--- config.mk ---
export PLATFORM = sky130hd
export DESIGN_NAME = if_fetch_unit
export DESIGN_NICKNAME = d
export VERILOG_FILES = /design/src/rtl/if_pkg.sv /design/src/rtl/ifid_reg.sv /design/src/rtl/if_fetch_unit.sv
export SDC_FILE = /design/constraint.sdc
export NUM_CORES = 1
export LEC_CHECK = 0
export BUFFER_PORTS_ARGS = -buffer_cell sky130_fd_sc_hd__buf_4
export CORE_UTILIZATION = 49
export CTS_CLUSTER_SIZE = 10
export DETAILED_ROUTE_END_ITERATION = 16
export MAX_ROUTING_LAYER = met4
export PLACE_DENSITY = 0.78
export REMOVE_ABC_BUFFERS = 1
export SLEW_MARGIN = 15
export SYNTH_ARGS = -nofsm -noshare
export SYNTH_HDL_FRONTEND = slang
export SYNTH_HIERARCHICAL = 1
export SYNTH_SLANG_ARGS = --single-unit
--- constraint.sdc ---
create_clock -name clk -period 3.2 [get_ports clk]
set_input_delay 0.16 -clock clk [delete_from_list [all_inputs] [get_ports clk]]
set_output_delay 0.16 -clock clk [all_outputs]
set_load 0.02 [all_outputs]
--- src/rtl/if_pkg.sv ---
`default_nettype none
// ============================================================================
//  Module      : if_pkg
//  Description : Shared types and constants for the instruction-fetch unit.
//  Revision    : 1.0 - initial release
// ============================================================================
package if_pkg;

    // Fetch controller states: issuing, waiting for data, holding buffered data
    typedef enum logic [1:0] {
        ST_REQ  = 2'd0,
        ST_WAIT = 2'd1,
        ST_HOLD = 2'd2
    } fetch_state_t;

    // Default bubble / flush instruction word
    localparam logic [31:0] NOP_INSTR_DEFAULT = 32'h0000_0000;

    // Sequential PC increment
    localparam int PC_STEP = 4;

endpackage : if_pkg
`default_nettype wire

--- src/rtl/ifid_reg.sv ---
`default_nettype none
// ============================================================================
//  Module      : ifid_reg
//  Description : IF/ID pipeline register. Update priority is
//                flush > stall > load > bubble.
//  Revision    : 1.0 - initial release
// ============================================================================
module ifid_reg
    import if_pkg::*;
#(
    parameter int            N         = 32,
    parameter logic [N-1:0]  NOP_INSTR = N'(NOP_INSTR_DEFAULT)
) (
    input  logic         clk,
    input  logic         reset,
    input  logic         flush_i,
    input  logic         stall_i,
    input  logic         load_i,
    input  logic [N-1:0] load_instr_i,
    input  logic [N-1:0] load_pc_plus4_i,
    output logic [N-1:0] instr_o,
    output logic [N-1:0] pc_plus4_o,
    output logic         valid_o
);

    logic [N-1:0] instr_q,    instr_d;
    logic [N-1:0] pc_plus4_q, pc_plus4_d;
    logic         valid_q,    valid_d;

    // Next IF/ID contents; a bubble keeps the last fetch address
    always_comb begin
        instr_d    = instr_q;
        pc_plus4_d = pc_plus4_q;
        valid_d    = valid_q;
        if (flush_i) begin
            instr_d    = NOP_INSTR;
            pc_plus4_d = '0;
            valid_d    = 1'b0;
        end else if (stall_i) begin
            instr_d    = instr_q;
            pc_plus4_d = pc_plus4_q;
            valid_d    = valid_q;
        end else if (load_i) begin
            instr_d    = load_instr_i;
            pc_plus4_d = load_pc_plus4_i;
            valid_d    = 1'b1;
        end else begin
            instr_d    = NOP_INSTR;
            valid_d    = 1'b0;
        end
    end

    // IF/ID storage with synchronous reset to an empty bubble
    always_ff @(posedge clk) begin
        if (reset) begin
            instr_q    <= NOP_INSTR;
            pc_plus4_q <= '0;
            valid_q    <= 1'b0;
        end else begin
            instr_q    <= instr_d;
            pc_plus4_q <= pc_plus4_d;
            valid_q    <= valid_d;
        end
    end

    assign instr_o    = instr_q;
    assign pc_plus4_o = pc_plus4_q;
    assign valid_o    = valid_q;

endmodule : ifid_reg
`default_nettype wire

--- src/rtl/if_fetch_unit.sv ---
`default_nettype none
// ============================================================================
//  Module      : if_fetch_unit
//  Description : Instruction-fetch controller. Issues one imem read at a time,
//                owns the IF/ID register and drives the PC write-enable.
//  Revision    : 1.0 - initial release
// ============================================================================
module if_fetch_unit
    import if_pkg::*;
#(
    parameter int            N         = 32,
    parameter logic [N-1:0]  NOP_INSTR = N'(NOP_INSTR_DEFAULT)
) (
    input  logic         clk,
    input  logic         reset,
    input  logic [N-1:0] pc_value,
    input  logic         stall,
    input  logic         flush,
    output logic         pc_write,
    output logic         imem_req,
    output logic [N-1:0] imem_addr,
    input  logic         imem_ready,
    input  logic         imem_rvalid,
    input  logic [N-1:0] imem_rdata,
    output logic [N-1:0] ifid_instr,
    output logic [N-1:0] ifid_pc_plus4,
    output logic         ifid_valid
);

    fetch_state_t state_q, state_d;
    logic         drop_q,  drop_d;
    logic [N-1:0] req_pc_q,    req_pc_d;
    logic [N-1:0] buf_instr_q, buf_instr_d;
    logic [N-1:0] buf_pc_q,    buf_pc_d;

    logic         req_raw;
    logic         deliver;
    logic [N-1:0] dl_instr;
    logic [N-1:0] dl_pc;
    logic [N-1:0] dl_pc_plus4;

    // Next-state, request and delivery decode
    always_comb begin
        state_d     = state_q;
        drop_d      = drop_q;
        req_pc_d    = req_pc_q;
        buf_instr_d = buf_instr_q;
        buf_pc_d    = buf_pc_q;
        req_raw     = 1'b0;
        deliver     = 1'b0;
        dl_instr    = buf_instr_q;
        dl_pc       = buf_pc_q;
        case (state_q)
            ST_REQ: begin
                // A redirect this cycle means pc_value is stale: do not fetch it
                req_raw = ~flush;
                if (~flush && imem_ready) begin
                    req_pc_d = pc_value;
                    state_d  = ST_WAIT;
                end
            end
            ST_WAIT: begin
                dl_instr = imem_rdata;
                dl_pc    = req_pc_q;
                if (imem_rvalid) begin
                    if (drop_q || flush) begin
                        drop_d  = 1'b0;
                        state_d = ST_REQ;
                    end else if (~stall) begin
                        deliver = 1'b1;
                        state_d = ST_REQ;
                    end else begin
                        buf_instr_d = imem_rdata;
                        buf_pc_d    = req_pc_q;
                        state_d     = ST_HOLD;
                    end
                end else if (flush) begin
                    // The response still has to be absorbed before refetching
                    drop_d = 1'b1;
                end
            end
            ST_HOLD: begin
                if (flush) begin
                    state_d = ST_REQ;
                end else if (~stall) begin
                    deliver = 1'b1;
                    state_d = ST_REQ;
                end
            end
            default: begin
                state_d = ST_REQ;
                drop_d  = 1'b0;
            end
        endcase
    end

    // FSM, drop flag, request address and hold buffer registers
    always_ff @(posedge clk) begin
        if (reset) begin
            state_q     <= ST_REQ;
            drop_q      <= 1'b0;
            req_pc_q    <= '0;
            buf_instr_q <= '0;
            buf_pc_q    <= '0;
        end else begin
            state_q     <= state_d;
            drop_q      <= drop_d;
            req_pc_q    <= req_pc_d;
            buf_instr_q <= buf_instr_d;
            buf_pc_q    <= buf_pc_d;
        end
    end

    assign dl_pc_plus4 = dl_pc + N'(PC_STEP);

    // The PC moves on a delivery or takes the redirect target on a flush
    assign imem_req  = req_raw & ~reset;
    assign imem_addr = pc_value;
    assign pc_write  = ~reset & (deliver | flush);

    ifid_reg #(
        .N         (N),
        .NOP_INSTR (NOP_INSTR)
    ) u_ifid_reg (
        .clk             (clk),
        .reset           (reset),
        .flush_i         (flush),
        .stall_i         (stall),
        .load_i          (deliver),
        .load_instr_i    (dl_instr),
        .load_pc_plus4_i (dl_pc_plus4),
        .instr_o         (ifid_instr),
        .pc_plus4_o      (ifid_pc_plus4),
        .valid_o         (ifid_valid)
    );

endmodule : if_fetch_unit
`default_nettype wire
Word-level counts from Yosys, hierarchy flattened
Cells that the tools add are included.
- flip-flop bits (word level): 164
- word-level logic and storage cells: 55
- add/subtract/negate cells: 1
- equal/unequal tests: 7
- mux-type cells: 21
- bitwise logic cells: 8
- reductions and logical operators: 10
- operators with widths (operator ; number):
    $mux W32 ; 3
    $add A32 B3 Y32 const B ; 1
    $mux W2 ; 6
    $mux W1 ; 9
    $ne A3 B3 Y1 const B ; 3
    $pmux W2 S3 ; 1
    $reduce_and A3 Y1 ; 2
    $not A1 Y1 ; 5
    $ne A2 B2 Y1 const B ; 2
    $pmux W1 S2 ; 2
    $reduce_and A2 Y1 ; 2
    $reduce_and A4 Y1 ; 1
    $reduce_or A2 Y1 ; 2
    $and A1 B1 Y1 ; 2
    $eq A2 B1 Y1 const B ; 1
    $eq A2 B2 Y1 const B ; 1
    $logic_not A2 Y1 ; 1
    $logic_and A1 B1 Y1 ; 1
    $logic_or A1 B1 Y1 ; 1
    $or A1 B1 Y1 ; 1

Logic depth before layout (Yosys ltp)
- depth in word-level cells: 6
- gate-level depth with buffers: 15

Modules after synthesis
The synthesis kept the hierarchy.
- modules (own cells, without submodules) (module ; instances ; cells each ; area each (sq um) ; sequential area each (sq um)):
    if_fetch_unit ; 1 ; 695 ; 5330.1 ; 1981.9
    ifid_reg ; 1 ; 252 ; 2489.9 ; 1301.2

Worst setup path before layout
No wires, ideal clock.
- kind: register -> register
- start: register state_q[1]
- end: register u_ifid_reg.pc_plus4_q[28] (netlist: u_ifid_reg/pc_plus4_o[28])
- arrival time: 3.181 ns
- path slack: -0.048 ns
- cell stages (with the launch flop): 16
- buffers on the path: 4
- period minus slack after synthesis: 3.248 ns
- cells stage by stage: dfxtp_1 -> inv_1 -> ha_1 -> buf_6 -> clkbuf_1 -> clkbuf_1 -> buf_2 -> mux2_2 -> ha_1 -> o211ai_1 -> nor3_2 -> and2_1 -> nand2_1 -> xor2_1 -> nand2_1 -> a21oi_2
- word-level cells in the longest chain between the ends: 3
- elaborated cells on any way between the ends: 6
- those cells by class: 1 x add/sub; 2 x eq/ne; 2 x mux; 1 x reduce/logical
- ends and longest elaborated chain (what ; line ; source):
    start, declared ; if_fetch_unit.sv:30 ; fetch_state_t state_q, state_d;
    start signal, assigned ; if_fetch_unit.sv:106 ; state_q <= state_d;
    $eq A2 B1 Y1 ; if_fetch_unit.sv:53 ; case (state_q)
    $mux W32 ; if_fetch_unit.sv:53 ;
    $add A32 B3 Y32 ; if_fetch_unit.sv:114 ; assign dl_pc_plus4 = dl_pc + N'(PC_STEP);
    named net dl_pc_plus4[28] ; if_fetch_unit.sv:40 ; logic [N-1:0] dl_pc_plus4;
    end signal, assigned ; ifid_reg.sv:61 ; pc_plus4_q <= pc_plus4_d;
    end, declared ; ifid_reg.sv:27 ; logic [N-1:0] pc_plus4_q, pc_plus4_d;
The timed path passes the listed nets, and every way through them passes these cells.
A chain may end at the register's enable or synchronous reset.

Final worst setup path
Same ends and word-level chain as after synthesis.

==> flow_summary.toml <==
[die]
core_um2 = 15400
start_util_pct = 50.9
chipWidth_um = 128
ios = 169
die_area_um2 = 16500
rows = 45
fp.dieH_um = 128

[place]
globalplace.congestion = 0.869
dpl_cell_area_um2 = 8910
io_buffers = 168
pre_cts_ws_ns = 0.468
dp_cells = 1243
hpwl_mm = 12.1

[finish]
final_common_cell = "nand2_1"
num-nets-final = 1187
area_delta_synth_final_pct = 29.2
fin_cells = 1335
layout-drive-gt1-share_pct = 28.3
n_antenna_cell = 0
final_cell_mix = "nand2_1 (259), buf_4 (177), dfxtp_1 (164)"
fin_area_um2 = 10100

[global_route]
grt_pass1_vias = 6589
grt_max_degree = 66
grt_pass1_wl_mm = 32.0
antenna_found_initial = 0
grt_overflow_total = 0
grt_usage_pct = 25.2

[synth]
post_synth_num_cell_types = 51
yosys.area.top_type_share_pct = 42.0
synth_sequential_area_ratio_pct = 42.0
synth_edf_count = 0
synth.yosys.warnings = 6
async_flop_share_pct = 0
synth_seq_cells = 164
syn_avg_cell_area_um2 = 8.26
synthTopCellsByArea = "dfxtp_1 (42%), nand2_1 (12%), a21oi_1 (6.5%)"
yosys.area.top_type = "dfxtp_1"
ys.flop_type = "dfxtp_1"
syn_area_um2 = 7820
synth_cells = 947

[worst_setup_path]
start_kind = "flop"
worst-path-max-fanout = 21
path_class = "flop to flop"
worst_ep_arrival_time_ns = 3.04
crit_required_ns = 3.47
rr_worst_depth = 12
setup.worst_path.end_class = "flop"

[detailed_routing]
wl_per_cell_um = 14.7
ant_nets = 0
num_vias = 6960
dr.pass1.iters = 5
via_per_inst = 5.21
drt_first_iter_violations = 431
drc = 0
drt_wl_total_mm = 19.6

[cts]
root_buffer = "clkbuf_16"
tritoncts = "yes"
clock_sinks = 164
htreeDepth = 4
insertion_delay_ns = 0.43
cts_buffer_depth = 2
path_clk_slew_ns = 0.06
cts_resized = 0
cts_made_buffers = 17

[sta]
period_minus_slack_ns = 2.77
fin_skew_ns = 0.00640
finalSetupViolCount = 0
hold_viol_final = 0
drv_slew = 0
worst_pin_slew_ns = 1.06
relSlewSlack_pct = 29.6
setup_ws_ns = 0.433
fmax_mhz = 361
hold_slack_ns = 0.00767
post-route-period-util_pct = 86.5
rsz0062_at_grt = "no"

[power]
leakage_nw = 3.69
power.density_nw_per_um2 = 477
fin_total_pwr_mw = 4.82
peakVddDrop_mv = 0.422

[worst_hold_path]
hold_depth = 3
min_path_type = "input port to flop"

[status]
status = "completed"

[job]
cap_violations = 0
-- what timing repair did --
item | 4_1_cts | 5_1_grt
hold buffers | 61 | 0
hold endpoints to repair | 61 | 0
buffers inserted | 0 | 0
endpoints found under the setup margin | 0 | 0
-- metrics by stage --
stage	TNS, ns	utilization [%]
3_5_place_dp	0	58.0
5_1_grt	0	65.8
3_3_place_gp	0	58.0
2_1_floorplan	-236.07	-
4_1_cts	0	65.8
6_report	0	65.8
-- layout make-up --
cell class | count | area (µm²)
Fill cell | 1253 | 5260
Sequential cell | 164 | 3280
Multi-Input combinational cell | 679 | 3930
Tap cell | 211 | 264
Clock inverter | 10 | 133
Inverter | 8 | 30.0
Clock buffer | 21 | 450
Timing Repair Buffer | 242 | 2020
-- path summary, 6_finish.rpt --
path                               startpoint                        end  slack [ns]
worst max-delay path               state_q[1]  u_ifid_reg/pc_plus4_o[28]        0.43
worst max register to register     state_q[1]  u_ifid_reg/pc_plus4_o[28]        0.43
worst min register to register   buf_pc_q[31]               buf_pc_q[31]        0.45
worst min-delay path            imem_rdata[8]             buf_instr_q[8]       0.008
-- Yosys cell counts, types with 9 or more instances --
cell type,number
buf_6,11
a22oi_1,32
dfxtp_1,164
mux2i_1,25
buf_4,32
a21oi_1,102
xnor2_1,11
nor2_1,48
buf_2,9
nand3_1,12
xor2_1,18
clkbuf_1,39
o21ai_0,10
nand2_1,260
nand2_2,29
mux2_2,37
a21oi_2,32
-- critical path, cell delays in order, from the launching register on --
cell and delay (ns):
dfxtp_1 0.32, inv_1 0.13, ha_4 0.33, mux2i_1 0.16, inv_1 0.08, ha_1 0.19, o211ai_1 0.22, nor3_2 0.53
and2_1 0.30, nand2_1 0.09, xor2_1 0.14, nand2_1 0.07, a21oi_2 0.05
-- routing by layer --
metal	vias to the layer above	share of wire (%)	track usage [%]
li1	3468	-	-
met1	3262	46	32.1
met2	190	47	40.0
met3	40	4.3	4.16
met4	0	2.6	9.83
met5	-	0	-
-- power by group --
| group | internal [mW] | switching, mW |
|---|---|---|
| sequential | 2.08 | 0.0441 |
| combinational | 0.315 | 0.343 |
| clock | 1.24 | 0.797 |
| total | 3.63 | 1.18 |
-- sequential cells by signal, summed over array words and instances (netlist names) --
signal                 flops
buf_instr_q               32
buf_pc_q                  32
drop_q                     1
req_pc_q                  32
state_q                    2
u_ifid_reg/instr_o        32
u_ifid_reg/pc_plus4_o     32
u_ifid_reg/valid_o         1
-- kinds of logic after synthesis --
| group | Yosys count | synth area share (%) |
|---|---|---|
| flip-flops | 164 | 42.0 |
| multiplexers | 62 | 8.53 |
| AND/OR/NAND/NOR | 390 | 21.8 |
| AO/OA/AOI/OAI | 193 | 15.5 |
| XOR/XNOR | 29 | 3.25 |
| buffers and inverters | 104 | 8.16 |
| adder cells (fa/ha/maj) | 5 | 0.800 |
(Power assumes the default switching activity.)
